==> src/rtl/jk_count_ctrl_pkg.sv <==
// Shared definitions for the JK counter controller: command opcodes and FSM states.
package jk_ctrl_pkg;

    localparam logic [1:0] OP_NOP  = 2'b00;
    localparam logic [1:0] OP_LOAD = 2'b01;
    localparam logic [1:0] OP_UP   = 2'b10;
    localparam logic [1:0] OP_DOWN = 2'b11;

    typedef enum logic [1:0] {
        ST_IDLE = 2'd0,
        ST_LOAD = 2'd1,
        ST_RUN  = 2'd2,
        ST_DONE = 2'd3
    } state_e;

endpackage

==> src/rtl/jk_count_ctrl_if.sv <==
// Command handshake bundle between the control source (master) and jk_count_ctrl (slave).
interface jk_count_ctrl_if #(
    parameter int WIDTH = 4,
    parameter int CNT_W = 8
);
    logic             CMD_VALID;
    logic             CMD_READY;
    logic [1:0]       CMD_OP;
    logic [WIDTH-1:0] CMD_DATA;
    logic [CNT_W-1:0] CMD_STEPS;

    modport master (output CMD_VALID, output CMD_OP, output CMD_DATA, output CMD_STEPS,
                    input  CMD_READY);
    modport slave  (input  CMD_VALID, input  CMD_OP, input  CMD_DATA, input  CMD_STEPS,
                    output CMD_READY);
endinterface

==> src/rtl/jk_count_ctrl_ff_cell.sv <==
// Behavioural positive-edge JK flip-flop with asynchronous active-low clear.
module jk_ff_cell (
    input  logic clk_i,
    input  logic clr_n_i,
    input  logic j_i,
    input  logic k_i,
    output logic q_o
);
    logic q_q;

    // JK characteristic: set on J, reset on K, toggle on both, hold on neither.
    always_ff @(posedge clk_i or negedge clr_n_i) begin
        if (!clr_n_i) begin
            q_q <= 1'b0;
        end else begin
            q_q <= (j_i & ~q_q) | (~k_i & q_q);
        end
    end

    assign q_o = q_q;
endmodule

==> src/rtl/jk_count_ctrl.sv <==
// Command sequencer driving a bank of JK flip-flops (load / count up / count down).
// Macro JK_COUNT_WRAP_EN: counting wraps modulo 2^WIDTH; undefined, counts saturate and set SAT.
module jk_count_ctrl
    import jk_ctrl_pkg::*;
#(
    parameter int WIDTH = 4,
    parameter int CNT_W = 8
) (
    input  logic             CLK,
    input  logic             CLR_n,
    jk_count_ctrl_if.slave   cmd,
    output logic [WIDTH-1:0] Q,
    output logic [WIDTH-1:0] J,
    output logic [WIDTH-1:0] K,
    output logic             BUSY,
    output logic             DONE,
    output logic             SAT
);
    state_e           state_q, state_d;
    logic [1:0]       op_q, op_d;
    logic [WIDTH-1:0] data_q, data_d;
    logic [CNT_W-1:0] rem_q, rem_d;
    logic             sat_q, sat_d;
    logic [WIDTH-1:0] tog_s;
    logic             carry_s;
    logic [WIDTH-1:0] j_s, k_s;

    // Ripple toggle mask; the final carry means this step would wrap the counter.
    always_comb begin
        carry_s = 1'b1;
        tog_s   = '0;
        for (int i = 0; i < WIDTH; i++) begin
            tog_s[i] = carry_s;
            carry_s  = carry_s & ((op_q == OP_UP) ? Q[i] : ~Q[i]);
        end
    end

    // Controller state and captured-command registers.
    always_ff @(posedge CLK or negedge CLR_n) begin
        if (!CLR_n) begin
            state_q <= ST_IDLE;
            op_q    <= OP_NOP;
            data_q  <= '0;
            rem_q   <= '0;
            sat_q   <= 1'b0;
        end else begin
            state_q <= state_d;
            op_q    <= op_d;
            data_q  <= data_d;
            rem_q   <= rem_d;
            sat_q   <= sat_d;
        end
    end

    // Next-state and J/K drive generation.
    always_comb begin
        state_d = state_q;
        op_d    = op_q;
        data_d  = data_q;
        rem_d   = rem_q;
        sat_d   = sat_q;
        j_s     = '0;
        k_s     = '0;
        case (state_q)
            ST_IDLE: begin
                if (cmd.CMD_VALID) begin
                    op_d   = cmd.CMD_OP;
                    data_d = cmd.CMD_DATA;
                    rem_d  = cmd.CMD_STEPS;
                    sat_d  = 1'b0;
                    case (cmd.CMD_OP)
                        OP_LOAD:       state_d = ST_LOAD;
                        OP_UP, OP_DOWN: begin
                            if (cmd.CMD_STEPS != '0) begin
                                state_d = ST_RUN;
                            end else begin
                                state_d = ST_DONE;
                            end
                        end
                        default:       state_d = ST_DONE;
                    endcase
                end else begin
                    state_d = ST_IDLE;
                end
            end
            ST_LOAD: begin
                j_s     = data_q;
                k_s     = ~data_q;
                state_d = ST_DONE;
            end
            ST_RUN: begin
`ifdef JK_COUNT_WRAP_EN
                j_s   = tog_s;
                k_s   = tog_s;
                rem_d = rem_q - CNT_W'(1);
                if (rem_q == CNT_W'(1)) begin
                    state_d = ST_DONE;
                end else begin
                    state_d = ST_RUN;
                end
`else
                if (carry_s) begin
                    sat_d   = 1'b1;
                    state_d = ST_DONE;
                end else begin
                    j_s   = tog_s;
                    k_s   = tog_s;
                    rem_d = rem_q - CNT_W'(1);
                    if (rem_q == CNT_W'(1)) begin
                        state_d = ST_DONE;
                    end else begin
                        state_d = ST_RUN;
                    end
                end
`endif
            end
            ST_DONE: state_d = ST_IDLE;
            default: state_d = ST_IDLE;
        endcase
    end

    for (genvar gi = 0; gi < WIDTH; gi++) begin : g_bank
        jk_ff_cell u_cell (
            .clk_i   (CLK),
            .clr_n_i (CLR_n),
            .j_i     (j_s[gi]),
            .k_i     (k_s[gi]),
            .q_o     (Q[gi])
        );
    end

    assign J             = j_s;
    assign K             = k_s;
    assign BUSY          = (state_q == ST_LOAD) || (state_q == ST_RUN);
    assign DONE          = (state_q == ST_DONE);
    assign SAT           = sat_q;
    assign cmd.CMD_READY = (state_q == ST_IDLE);
endmodule

==> src/flat_wrapper.sv <==
// flat-port wrapper written by rule: the top's interface ports become plain ports
module jk_count_ctrl_flat import jk_ctrl_pkg::*;
#(
    parameter int WIDTH = 4,
    parameter int CNT_W = 8
)
  (CLK, CLR_n, Q, J, K, BUSY, DONE, SAT, cmd_CMD_VALID, cmd_CMD_OP, cmd_CMD_DATA, cmd_CMD_STEPS, cmd_CMD_READY);
  jk_count_ctrl_if #(.WIDTH(WIDTH), .CNT_W(CNT_W)) cmd_i ();
  input  logic CLK;
  input  logic CLR_n;
  output logic [WIDTH-1:0] Q;
  output logic [WIDTH-1:0] J;
  output logic [WIDTH-1:0] K;
  output logic BUSY;
  output logic DONE;
  output logic SAT;
  input wire logic [$bits(cmd_i.CMD_VALID)-1:0] cmd_CMD_VALID;
  input wire logic [$bits(cmd_i.CMD_OP)-1:0] cmd_CMD_OP;
  input wire logic [$bits(cmd_i.CMD_DATA)-1:0] cmd_CMD_DATA;
  input wire logic [$bits(cmd_i.CMD_STEPS)-1:0] cmd_CMD_STEPS;
  output wire logic [$bits(cmd_i.CMD_READY)-1:0] cmd_CMD_READY;
  assign cmd_i.CMD_VALID = cmd_CMD_VALID;
  assign cmd_i.CMD_OP = cmd_CMD_OP;
  assign cmd_i.CMD_DATA = cmd_CMD_DATA;
  assign cmd_i.CMD_STEPS = cmd_CMD_STEPS;
  assign cmd_CMD_READY = cmd_i.CMD_READY;
  jk_count_ctrl #(.WIDTH(WIDTH), .CNT_W(CNT_W)) u_core (.CLK(CLK), .CLR_n(CLR_n), .cmd(cmd_i), .Q(Q), .J(J), .K(K), .BUSY(BUSY), .DONE(DONE), .SAT(SAT));
endmodule
==> config.mk <==
export PLATFORM = sky130hd
export DESIGN_NAME = jk_count_ctrl_flat
export DESIGN_NICKNAME = d
export VERILOG_FILES = /design/src/rtl/jk_count_ctrl_pkg.sv /design/src/rtl/jk_count_ctrl_if.sv /design/src/rtl/jk_count_ctrl_ff_cell.sv /design/src/rtl/jk_count_ctrl.sv /design/src/flat_wrapper.sv
export SDC_FILE = /design/constraint.sdc
export NUM_CORES = 1
export LEC_CHECK = 0
export CAP_MARGIN = 30
export CORE_AREA = 2 2 63 65
export CTS_BUF_LIST = sky130_fd_sc_hd__clkbuf_4
export DETAILED_ROUTE_END_ITERATION = 16
export DIE_AREA = 0 0 65 67
export GPL_ROUTABILITY_DRIVEN = 0
export PLACE_DENSITY = 0.69
export SLEW_MARGIN = 20
export SYNTH_ARGS = -nofsm -noshare
export SYNTH_HDL_FRONTEND = slang
export SYNTH_SLANG_ARGS = --single-unit
==> constraint.sdc <==
create_clock -name CLK -period 4.21 [get_ports CLK]
set_input_delay 1.0525 -clock CLK [delete_from_list [all_inputs] [get_ports CLK]]
set_output_delay 1.0525 -clock CLK [all_outputs]
set_load 0.005 [all_outputs]
=== Yosys cells after proc, flatten, opt, wreduce, memory -nomap -nowiden ===
Index checks and enable logic that the tools add are counted.
W data, S select, Z words.

* Output and inout bits: 16
* Flip-flop bits (word level): 21

* Bitwise gates (word level): 24
* Muxes and demuxes: 19
* $add $sub $neg: 1
* Reduce and logical (&&, ||, !) cells: 8
* Equal/unequal tests: 11

{| class="wikitable"
|+ Operators by type and width
! kind !! count
|-
| $mux W8 || 2
|-
| $pmux W4 S2 || 2
|-
| $pmux W8 S2 || 1
|-
| $and A1 B1 Y1 || 11
|-
| $eq A2 B2 Y1 const B || 5
|-
| $eq A8 B1 Y1 const B || 1
|-
| $mux W1 || 8
|-
| $not A1 Y1 || 8
|-
| $pmux W2 S4 || 1
|-
| $reduce_bool A8 Y1 || 1
|-
| $sub A8 B1 Y8 const B || 1
|-
| $reduce_and A3 Y1 || 2
|-
| $eq A2 B1 Y1 const B || 2
|-
| $mux W2 || 2
|-
| $mux W4 || 1
|-
| $ne A2 B2 Y1 const B || 2
|-
| $not A4 Y4 || 1
|-
| $or A1 B1 Y1 || 4
|-
| $pmux W2 S2 || 1
|-
| $logic_not A2 Y1 || 1
|-
| $ne A2 B1 Y1 const B || 1
|-
| $pmux W1 S2 || 1
|-
| $reduce_and A2 Y1 || 1
|-
| $reduce_bool A2 Y1 || 1
|-
| other kinds (2) || 2
|}

=== Logic depth before layout (Yosys ltp) ===
* Depth in word-level cells: 10
* Mapped depth: 9

=== Cells and area by module ===
A second synthesis with hierarchy kept.

* Cell total of the unflattened synthesis: 147
* Area total of the unflattened synthesis: 1,377.6 µm²

{| class="wikitable"
|+ By module, submodules not included
! module !! seq. area each (µm²) !! times used !! cells an instance !! area an instance (µm²)
|-
| jk_count_ctrl || 425.4 || 1 || 135 || 1,222.4
|-
| jk_ff_cell || 25.0 || 4 || 3 || 38.8
|}

=== Worst setup path before layout ===
No wires, ideal clock.

* Path type: register to output
* Start: register u_core.g_bank[0].u_cell.q_q
* End: output J[0]
* Path buffers: 2
* Stages on the path, launching flop included: 7
* Slack: 1.602 ns
* Arrival time: 1.556 ns
* Data required time: 3.158 ns
* Path through: dfrtp_1 > buf_6 > or4_4 > o22a_4 > nand2_1 > a21oi_1 > buf_4

* Longest elaborated chain between the ends: 7

{| class="wikitable"
|+ Ends and longest elaborated chain
! item !! line !! source
|-
| start, declared || jk_count_ctrl_ff_cell.sv:9 || <nowiki>logic q_q;</nowiki>
|-
| start signal, assigned || jk_count_ctrl_ff_cell.sv:16 || <nowiki>q_q <= (j_i & ~q_q) | (~k_i & q_q);</nowiki>
|-
| $not A1 Y1 || jk_count_ctrl.sv:34 || <nowiki>carry_s = carry_s & ((op_q == OP_UP) ? Q[i] : ~Q[i]);</nowiki>
|-
| $mux W1 (*) || jk_count_ctrl.sv:34 ||
|-
| $and A1 B1 Y1 (*) (3 in a row) || jk_count_ctrl.sv:34 ||
|-
| $mux W4 (*) || jk_count_ctrl.sv:102 || <nowiki>if (carry_s) begin</nowiki>
|-
| $pmux W4 S2 (*) || jk_count_ctrl.sv:64 || <nowiki>case (state_q)</nowiki>
|-
| end, declared || flat_wrapper.sv:12 || <nowiki>output logic [WIDTH-1:0] J;</nowiki>
|}

Every way passes the cells marked *; elsewhere a longest branch is shown, timed or not.

=== Worst setup path after layout ===
* Start: register u_core.g_bank[0].u_cell.q_q
* End: output K[0]

* Longest elaborated chain between the ends: 7

{| class="wikitable"
|+ Ends and longest elaborated chain
! item !! line !! source
|-
| $not A1 Y1 || jk_count_ctrl.sv:34 ||
|-
| $mux W1 (*) || jk_count_ctrl.sv:34 ||
|-
| $and A1 B1 Y1 (*) (3 in a row) || jk_count_ctrl.sv:34 ||
|-
| $mux W4 (*) || jk_count_ctrl.sv:102 ||
|-
| $pmux W4 S2 (*) || jk_count_ctrl.sv:64 ||
|-
| end, declared || flat_wrapper.sv:13 || <nowiki>output logic [WIDTH-1:0] K;</nowiki>
|}

Marks and branches as above.

==> reports/results.ini <==
[pwr]
p_leak_nw = 0.731
p_sw_frac = 0.463
pwr-share-seq = 0.312
p_per_area_mw_per_mm2 = 731
peakVddDrop_mv = 0.209
total_power_mw = 1.36
power.share.clock = 0.076
p_int_mw = 0.728
comb_power_share = 0.612
switchingPower_mw = 0.627

[synth]
synth-seq-cells = 21
avgSynthCellArea_sq_um = 8.64
syn-num-nets = 206
synthMostInstantiatedCell = a21oi_1
synth_top_cell_by_area = dfrtp_1
ys_async_sr_fraction = 1.00
synth_cell_types = 46
synth.area.top_cells = dfrtp_1 33%, a21oi_1 7.6%, buf_4 6.2%
synth_top_area_share = 0.333
syn_area_sq_mm = 0.00158
ys.flop_type = dfrtp_1
synth-edff-count = 0
synth_cells = 183
yosys-top-cells-count = 24 x a21oi_1, 21 x dfrtp_1, 17 x nand2_1, 13 x buf_4, 12 x inv_1
synth_seq_area_share = 0.333
yosys_warnings = 0

[global_routing]
grt_overflow = 0
grt_max_degree = 30
grt_use_total = 0.186
grt_pass1_wl_mm = 6.24
antenna_found_initial = 0
grt_pass1_vias = 1342

[worst_setup_path]
cp-end-kind = output pin
startpoint = u_core.g_bank[0].u_cell.q_o
r2r-end = u_core.rem_q[1]
reg2reg_setup_slack_ns = 2.02
cp.arrival_ns = 2.31
r2r-start = u_core.state_q[0]
worstRegToRegCells = 8
worstSetupPathType = reg2out
worst_ep_required_time_ns = 3.16
crit_fanout = 11
critPathCapture = K[0]
critPathLaunchType = flop

[sta]
fin_crit_sh = 0.799
slew_viol_final = 0
finClkSkew_ns = 0.00269
rsz0062_at_grt = no
final-setup-viol-count = 0
tightest_slew_ns = 0.653
relSlewSlack = 0.560
fmax_ghz = 0.297
fin_setup_tns_ns = 0
whs_ns = 0.547
period_needed_ns = 3.36
finalHoldViolCount = 0
setup_ws_ns = 0.846

[clock_tree]
cts_tree = yes
clk_pin_slew_ns = 0.13
cts.path.max_buffers = 2
cts-buffers-inserted = 3
cts_max_level = 1
cts_root_buffer = clkbuf_4
ctsResizeCount = 0
clkLatencyLatePin_ns = 0.31
cts.sinks = 21
cts_setup_buffers = 0
ctsHoldBuffers = 0

[layout]
syn_to_final_growth_pct = 17.3
drive_above_1_share = 0.0955
antenna_cells = 0
fillers = 352
finish.cell_count_without_fillers = 247
nets = 223

[floorplan]
rows = 22
initial_core_util = 0.438
core_area_sq_mm = 0.00361
fp.dieW_um = 65
die_y_um = 67
ioPinCount = 33
die_area_sq_mm = 0.00436

[route]
ant_nets = 0
drt_iter0_markers = 80
vias = 1404
wl_per_cell_um = 15.2
drt_drc_violations_left = 0
wl_mm = 3.75
drtPass1Iterations = 6
viasPerCell = 5.68

[placement]
dpl.hpwl_mm = 2.84
place_ws_ns = 1.21
dp_cells = 243
portBuffers = 32

[flow_run]
drv_cap = 0

[worst_hold_path]
min_path_type = reg2reg

[status]
outcome = complete, no violations

## layer usage
layer / global-route usage / routed length, um / share of wire
met4: 0.0771 / 51 / 0.014
met5: 0 / 0 / 0
met1: 0.246 / 1750 / 0.46
met3: 0.0270 / 133 / 0.035
met2: 0.304 / 1820 / 0.49
## power groups by stage
stage / Combinational, mW / Sequential [mW] / Clock, mW
2_1_floorplan: 0.676 / 0.374 / 0
5_1_grt: 0.923 / 0.441 / 0.115
3_3_place_gp: 0.809 / 0.414 / 0
3_5_place_dp: 0.831 / 0.424 / 0
4_1_cts: 0.832 / 0.419 / 0.107
6_report: 0.829 / 0.423 / 0.103
## kinds of logic after synthesis
| family | share of synthesized area |
|---|---|
| AOI/OAI and AO/OA | 0.266 |
| adders and majority gates | 0.0475 |
| buffers and inverters | 0.127 |
| DFF | 0.333 |
| muxes | 0.0483 |
| and+or+nand+nor | 0.178 |
## flip-flops by register name, indices dropped and copies added (netlist names)
register / count
u_core.SAT: 1
u_core.data_q: 4
u_core.rem_q: 8
u_core.g_bank.u_cell.q_o: 4
u_core.state_q: 2
u_core.op_q: 2
## per-stage QoR
step,util,area [sq um]
floorplan,-,1580
detailed placement,0.507,1830
CTS,0.514,1850
global route,0.514,1850
global placement,0.502,1810
finish,0.514,1850
## layout make-up
class,count,area [sq um],share of cell area
Inverter,12,45.0,0.0243
Multi-Input combinational cell,128,853,0.460
Tap cell,48,60.1,0.0324
Timing Repair Buffer,34,343,0.185
Sequential cell,21,526,0.283
Clock inverter,1,5.00,0.00270
Clock buffer,3,22.5,0.0121
## cell usage in the layout, fill, tap and decap left out, drive strengths merged, types with 2 or more instances in the layout
cell type / netlist / final
a22oi: 2 / 2
a211oi: 2 / 2
o31ai: 2 / 2
nand2b: 4 / 4
nor4: 4 / 4
o21ai: 13 / 13
nor2b: 2 / 2
nor2: 7 / 7
nand3: 4 / 4
o22a: 3 / 3
dfrtp: 21 / 21
nor3: 3 / 3
mux2i: 2 / 2
nand2: 18 / 18
o22ai: 3 / 3
or4: 5 / 5
clkdlybuf4s50: 0 / 32
mux2: 5 / 5
a2bb2oi: 4 / 4
o211ai: 2 / 2
a21oi: 25 / 25
clkbuf: 4 / 3
inv: 12 / 12
buf: 18 / 2
ha: 6 / 6
## worst min path at each step
stage | from | to | slack, ns | depth (start not counted)
6_report | u_core.data_q[3] | u_core.data_q[3] | 0.55 | 1
3_3_place_gp | u_core.op_q[0] | u_core.op_q[0] | 0.50 | 2
5_1_grt | u_core.data_q[1] | u_core.data_q[1] | 0.58 | 1
2_1_floorplan | u_core.op_q[0] | u_core.op_q[0] | 0.46 | 2
3_5_place_dp | u_core.op_q[0] | u_core.op_q[0] | 0.52 | 2
4_1_cts | u_core.op_q[0] | u_core.op_q[0] | 0.55 | 2
## critical path: stages (launching register included)
cell and delay (ns):
dfrtp_1 0.51, or4_4 0.57, o22a_4 0.28, nand2_1 0.10
a21oi_1 0.07, clkdlybuf4s50_1 0.46
(Power assumes the default switching activity.)
